[src/rtl/seq_shift_unit.sv]
// seq_shift_unit: multi-cycle 8-bit shift/rotate unit, one bit position per clock,
// with a start/busy/done handshake for the processor's control unit.
module seq_shift_unit (
  input  logic       CLK,
  input  logic       RESET,
  input  logic       START,
  input  logic [7:0] DATA1,
  input  logic [7:0] DATA2,
  input  logic [2:0] OP,
  output logic [7:0] RESULT,
  output logic       BUSY,
  output logic       DONE,
  output logic       ILLEGAL
);

  localparam int unsigned DATA_W = 8;
  localparam int unsigned AMT_W  = 8;
  localparam int unsigned OP_W   = 3;
  localparam int unsigned CNT_W  = 4;

  localparam logic [OP_W-1:0] OP_SLL = 3'b000;
  localparam logic [OP_W-1:0] OP_SRL = 3'b001;
  localparam logic [OP_W-1:0] OP_SRA = 3'b010;
  localparam logic [OP_W-1:0] OP_ROR = 3'b011;
  localparam logic [OP_W-1:0] OP_ROL = 3'b100;

  typedef enum logic [1:0] {
    ST_IDLE   = 2'd0,
    ST_SHIFT  = 2'd1,
    ST_FINISH = 2'd2
  } state_t;

  state_t              state_q, state_d;
  logic [CNT_W-1:0]    count_q, count_d;
  logic [DATA_W-1:0]   work_q, work_d;
  logic [OP_W-1:0]     op_q, op_d;
  logic                sign_q, sign_d;
  logic                bad_op_q, bad_op_d;
  logic [DATA_W-1:0]   result_d;
  logic                busy_d;
  logic                done_d;
  logic                illegal_d;

  // True for the three unused opcodes.
  function automatic logic is_illegal(input logic [OP_W-1:0] op);
    return (op != OP_SLL) && (op != OP_SRL) && (op != OP_SRA) &&
           (op != OP_ROR) && (op != OP_ROL);
  endfunction

  // Effective shift count: shifts saturate at the data width, rotates wrap modulo 8.
  function automatic logic [CNT_W-1:0] eff_count(input logic [OP_W-1:0]  op,
                                                 input logic [AMT_W-1:0] amt);
    logic [CNT_W-1:0] n;
    n = '0;
    case (op)
      OP_SLL, OP_SRL, OP_SRA: begin
        if (amt >= AMT_W'(DATA_W)) n = CNT_W'(DATA_W);
        else                       n = CNT_W'(amt);
      end
      OP_ROR, OP_ROL: n = CNT_W'(amt[2:0]);
      default:        n = '0;
    endcase
    return n;
  endfunction

  // One-position step of the selected operation.
  function automatic logic [DATA_W-1:0] shift_one(input logic [OP_W-1:0]   op,
                                                  input logic [DATA_W-1:0] val,
                                                  input logic              sign);
    logic [DATA_W-1:0] r;
    r = val;
    case (op)
      OP_SLL:  r = {val[DATA_W-2:0], 1'b0};
      OP_SRL:  r = {1'b0, val[DATA_W-1:1]};
      OP_SRA:  r = {sign, val[DATA_W-1:1]};
      OP_ROR:  r = {val[0], val[DATA_W-1:1]};
      OP_ROL:  r = {val[DATA_W-2:0], val[DATA_W-1]};
      default: r = val;
    endcase
    return r;
  endfunction

  // Next-state and registered-output logic.
  always_comb begin
    state_d   = state_q;
    count_d   = count_q;
    work_d    = work_q;
    op_d      = op_q;
    sign_d    = sign_q;
    bad_op_d  = bad_op_q;
    result_d  = RESULT;
    done_d    = 1'b0;
    illegal_d = 1'b0;

    case (state_q)
      ST_IDLE: begin
        if (START) begin
          work_d   = DATA1;
          op_d     = OP;
          sign_d   = DATA1[DATA_W-1];
          bad_op_d = is_illegal(OP);
          count_d  = eff_count(OP, DATA2);
          // A zero count still passes through SHIFT once, giving the
          // one-cycle minimum latency before the completion cycle.
          state_d  = ST_SHIFT;
        end
      end
      ST_SHIFT: begin
        if (count_q == '0) begin
          state_d = ST_FINISH;
        end else begin
          work_d  = shift_one(op_q, work_q, sign_q);
          count_d = count_q - CNT_W'(1);
          if (count_q == CNT_W'(1)) state_d = ST_FINISH;
        end
      end
      ST_FINISH: begin
        state_d = ST_IDLE;
      end
      default: begin
        state_d = ST_IDLE;
      end
    endcase

    // Result and completion flags are loaded on the edge entering FINISH
    // so they are visible for exactly the FINISH cycle.
    if (state_d == ST_FINISH && state_q != ST_FINISH) begin
      result_d  = work_d;
      done_d    = 1'b1;
      illegal_d = bad_op_d;
    end

    busy_d = (state_d != ST_IDLE);
  end

  // State and output registers; reset aborts any operation silently.
  always_ff @(posedge CLK or negedge RESET) begin
    if (!RESET) begin
      state_q  <= ST_IDLE;
      count_q  <= '0;
      work_q   <= '0;
      op_q     <= '0;
      sign_q   <= 1'b0;
      bad_op_q <= 1'b0;
      RESULT   <= '0;
      BUSY     <= 1'b0;
      DONE     <= 1'b0;
      ILLEGAL  <= 1'b0;
    end else begin
      state_q  <= state_d;
      count_q  <= count_d;
      work_q   <= work_d;
      op_q     <= op_d;
      sign_q   <= sign_d;
      bad_op_q <= bad_op_d;
      RESULT   <= result_d;
      BUSY     <= busy_d;
      DONE     <= done_d;
      ILLEGAL  <= illegal_d;
    end
  end

endmodule

[config.mk]
export PLATFORM = sky130hd
export DESIGN_NAME = seq_shift_unit
export DESIGN_NICKNAME = d
export VERILOG_FILES = /design/src/rtl/seq_shift_unit.sv
export SDC_FILE = /design/constraint.sdc
export NUM_CORES = 1
export LEC_CHECK = 0
export ABC_AREA = 1
export CAP_MARGIN = 0
export CELL_PAD_IN_SITES_DETAIL_PLACEMENT = 1
export CELL_PAD_IN_SITES_GLOBAL_PLACEMENT = 1
export CORE_ASPECT_RATIO = 1.2
export CORE_MARGIN = 2
export CORE_UTILIZATION = 45
export CTS_BUF_LIST = sky130_fd_sc_hd__clkbuf_16
export DETAILED_ROUTE_END_ITERATION = 12
export DONT_BUFFER_PORTS = 1
export PLACE_DENSITY_LB_ADDON = 0.1
export SYNTH_ARGS = -nofsm -noshare
export SYNTH_HDL_FRONTEND = slang
export SYNTH_SLANG_ARGS = --single-unit
[constraint.sdc]
create_clock -name CLK -period 2 [get_ports CLK]
set_clock_uncertainty 0.2 [all_clocks]
set_input_delay 0.3 -clock CLK [delete_from_list [all_inputs] [get_ports CLK]]
set_output_delay 0.3 -clock CLK [all_outputs]
set_load 0.05 [all_outputs]
==> impl_metrics.env <==
export IMPL_start_kind="register"
export IMPL_rr_endpoint="RESULT[3]"
export IMPL_ir_worst_vdd_mv=0.787
export IMPL_syn_cell_area_mm2=0.00168
export IMPL_drt_iter0_drc=66
export IMPL_port_buffers=0
export IMPL_dr_total_vias=1478
export IMPL_hp_class="primary input to register"
export IMPL_wirelength_met1_um=2010
export IMPL_syn_nets=244
export IMPL_p_per_area_mw_per_mm2=2090
export IMPL_ys_ff_latch=30
export IMPL_antenna_left=0
export IMPL_drt_first_pass_iters=4
export IMPL_drc=0
export IMPL_r2r_slack_ps=180
export IMPL_criticalPathCategory="register to register"
export IMPL_die_width_um=59.8
export IMPL_crit_slowest_cell="dfrtp_1"
export IMPL_leakage_nw=1.00
export IMPL_drt_total_wl_um=4590
export IMPL_power_mw=4.16
export IMPL_max_cap_violations=0
export IMPL_cpMostUsedCell="nand2_1"
export IMPL_min_period_over_period_pct=91.0
export IMPL_grt_pass1_vias=1581
export IMPL_tightestPinTransition_ps=511
export IMPL_path_clk_slew_ps=50
export IMPL_clkLatencyLatePin_ps=280
export IMPL_ff2ff_path_depth=10
export IMPL_routabilityCongestion=0.871
export IMPL_track_usage_pct=24.5
export IMPL_row_count=24
export IMPL_dp_cells=259
export IMPL_antenna_found_initial=0
export IMPL_fin_nets=260
export IMPL_endpoint_kind="register"
export IMPL_rsz0062_at_grt="false"
export IMPL_dr_wl_met2_um=2350
export IMPL_floorplan_initialDensity_pct=46.6
export IMPL_holdWs_ps=18.0
export IMPL_antennaDiodeCount=0
export IMPL_worst_path_stages=10
export IMPL_clock_sinks=30
export IMPL_fin_tns_setup_ps=0
export IMPL_instances_no_fill=276
export IMPL_setup_ws_ps=179
export IMPL_coreArea_mm2=0.00360
export IMPL_wl_per_cell_um=16.6
export IMPL_tritoncts="yes"
export IMPL_root_buffer="clkbuf_16"
export IMPL_avgSynthCellArea_um2=7.64
export IMPL_syn_instance_count=220
export IMPL_yosys_warnings=0
export IMPL_required_ps=1960
export IMPL_cts_htree_levels=2
export IMPL_clock_path_buffers=2
export IMPL_critPathBufInv=2
export IMPL_critPathMaxStageDelay_ps=370
export IMPL_die_y_um=70.9
export IMPL_dr_wl_met3_um=177
export IMPL_io_pins=33
export IMPL_worstPathArrival_ps=1780
export IMPL_crit_family="simple AND/OR/NAND/NOR gates"
export IMPL_status="finished, final reports clean"
export IMPL_grt_max_degree=31
export IMPL_crit_start="count_q[0]"
export IMPL_seq_area_frac_synth_pct=44.7
export IMPL_max_freq_mhz=549
export IMPL_cp_max_fo=9
export IMPL_vias_per_cell=5.36
export IMPL_layout_cells_most_common_list="nand2_1, dfrtp_1, nand3_1, inv_1, nor2_1"
export IMPL_finalCriticalPeriod_ps=1820
export IMPL_drive_above_1_share_pct=14.3
export IMPL_syn2layout_area_growth_pct=18.5
export IMPL_cts_buffers=5
export IMPL_dp_hpwl_um=3230
export IMPL_die_area_mm2=0.00424
export IMPL_yosys_cell_types_count=26
export IMPL_highest_layer="met4"
export IMPL_post_cts_buffers=0
export IMPL_timing_rr_start="count_q[0]"
export IMPL_layout_commonest_cell="nand2_1"
export IMPL_cp_cell_sequence="inv_1, ha_1, nand2_1, nand2_4, inv_4, nand3_1, nand2_1, nand3_2, nand2_1, nand2_1"
export IMPL_slew_headroom_pct=65.9
export IMPL_overflow=0
export IMPL_finalMaxSlewViolations=0
export IMPL_grt_pass1_wl_um=7760
export IMPL_crit_path_end="RESULT[3]"
export IMPL_dp_slack_ps=239
export IMPL_finalHoldViolations=0
export IMPL_setup_violations=0
## worst min-delay path by stage
stage                         from        end  slack [ps]  cells past startpoint
after floorplan              RESET       BUSY        -200                      0
after global placement       RESET     sign_q        -190                      0
after detailed placement     RESET    op_q[0]        -190                      0
after CTS                 DATA1[0]  work_q[0]          10                      2
after global routing      DATA1[2]  work_q[2]          30                      2
final                     DATA1[0]  work_q[0]          20                      2
## cell families after synthesis
group           after synthesis  synth area share (%)
simple gates                124                  33.4
compound gates               32                  11.4
buf+inv                      31                  8.56
flops                        30                  44.7
fa+ha+maj                     2                  1.49
xor+xnor                      1                 0.521
## routing by layer
layer	GRT usage (%)	up-vias
li1	-	732
met1	32.7	713
met2	39.4	27
met3	5.67	6
met4	7.41	0
met5	0	-
## report_power, final
part           internal (mW)  switching [mW]
Clock                  0.586           0.286
Combinational          0.618            1.22
Sequential             0.888           0.566
## timing repair
| action | 4_1_cts | 5_1_grt |
|---|---|---|
| setup endpoints to repair | 0 | 0 |
| endpoints found under the hold margin | 37 | 0 |
| hold buffers | 9 | 0 |
| gates resized for setup | 0 | 0 |
## stage by stage
| step | util, % | cell area [um^2] |
|---|---|---|
| after global routing | 55.3 | 1990 |
| after global placement | 47.8 | 1720 |
| after detailed placement | 47.8 | 1720 |
| final | 55.3 | 1990 |
| after CTS | 55.3 | 1990 |
| after floorplan | - | 1680 |
## final cells by class
type	count	area (um^2)
Tap cell	39	48.8
Inverter	27	106
Multi-Input combinational cell	159	786
Fill cell	436	1610
Clock buffer	5	125
Clock inverter	3	45.0
Timing Repair Buffer	13	130
Sequential cell	30	751
## state kept, by name, summed over array words and instances (netlist names)
signal,count
state_q,2
DONE,1
BUSY,1
op_q,3
work_q,8
ILLEGAL,1
RESULT,8
sign_q,1
bad_op_q,1
count_q,4
## synthesized netlist by cell type
master / number / area, um^2
o22ai_1: 1 / 6.26
o21ai_4: 1 / 16.3
nor2_4: 2 / 22.5
nor2_8: 1 / 20.0
inv_1: 20 / 75.1
nor2_1: 17 / 63.8
o21ai_0: 2 / 10.0
buf_6: 2 / 22.5
dfrtp_1: 30 / 751
ha_1: 2 / 25.0
nand3_2: 3 / 30.0
a21oi_2: 3 / 26.3
a31oi_1: 1 / 6.26
a21oi_1: 15 / 75.1
nand2_2: 1 / 6.26
o21ai_2: 1 / 8.76
buf_4: 2 / 15.0
nand3_1: 26 / 130
xor2_1: 1 / 8.76
inv_4: 2 / 12.5
nor2_2: 1 / 6.26
inv_2: 5 / 18.8
o21a_1: 1 / 7.51
nand2_4: 1 / 11.3
nand2_1: 72 / 270
o21ai_1: 7 / 35.0
Note: power is estimated with default switching activity, not from simulation.
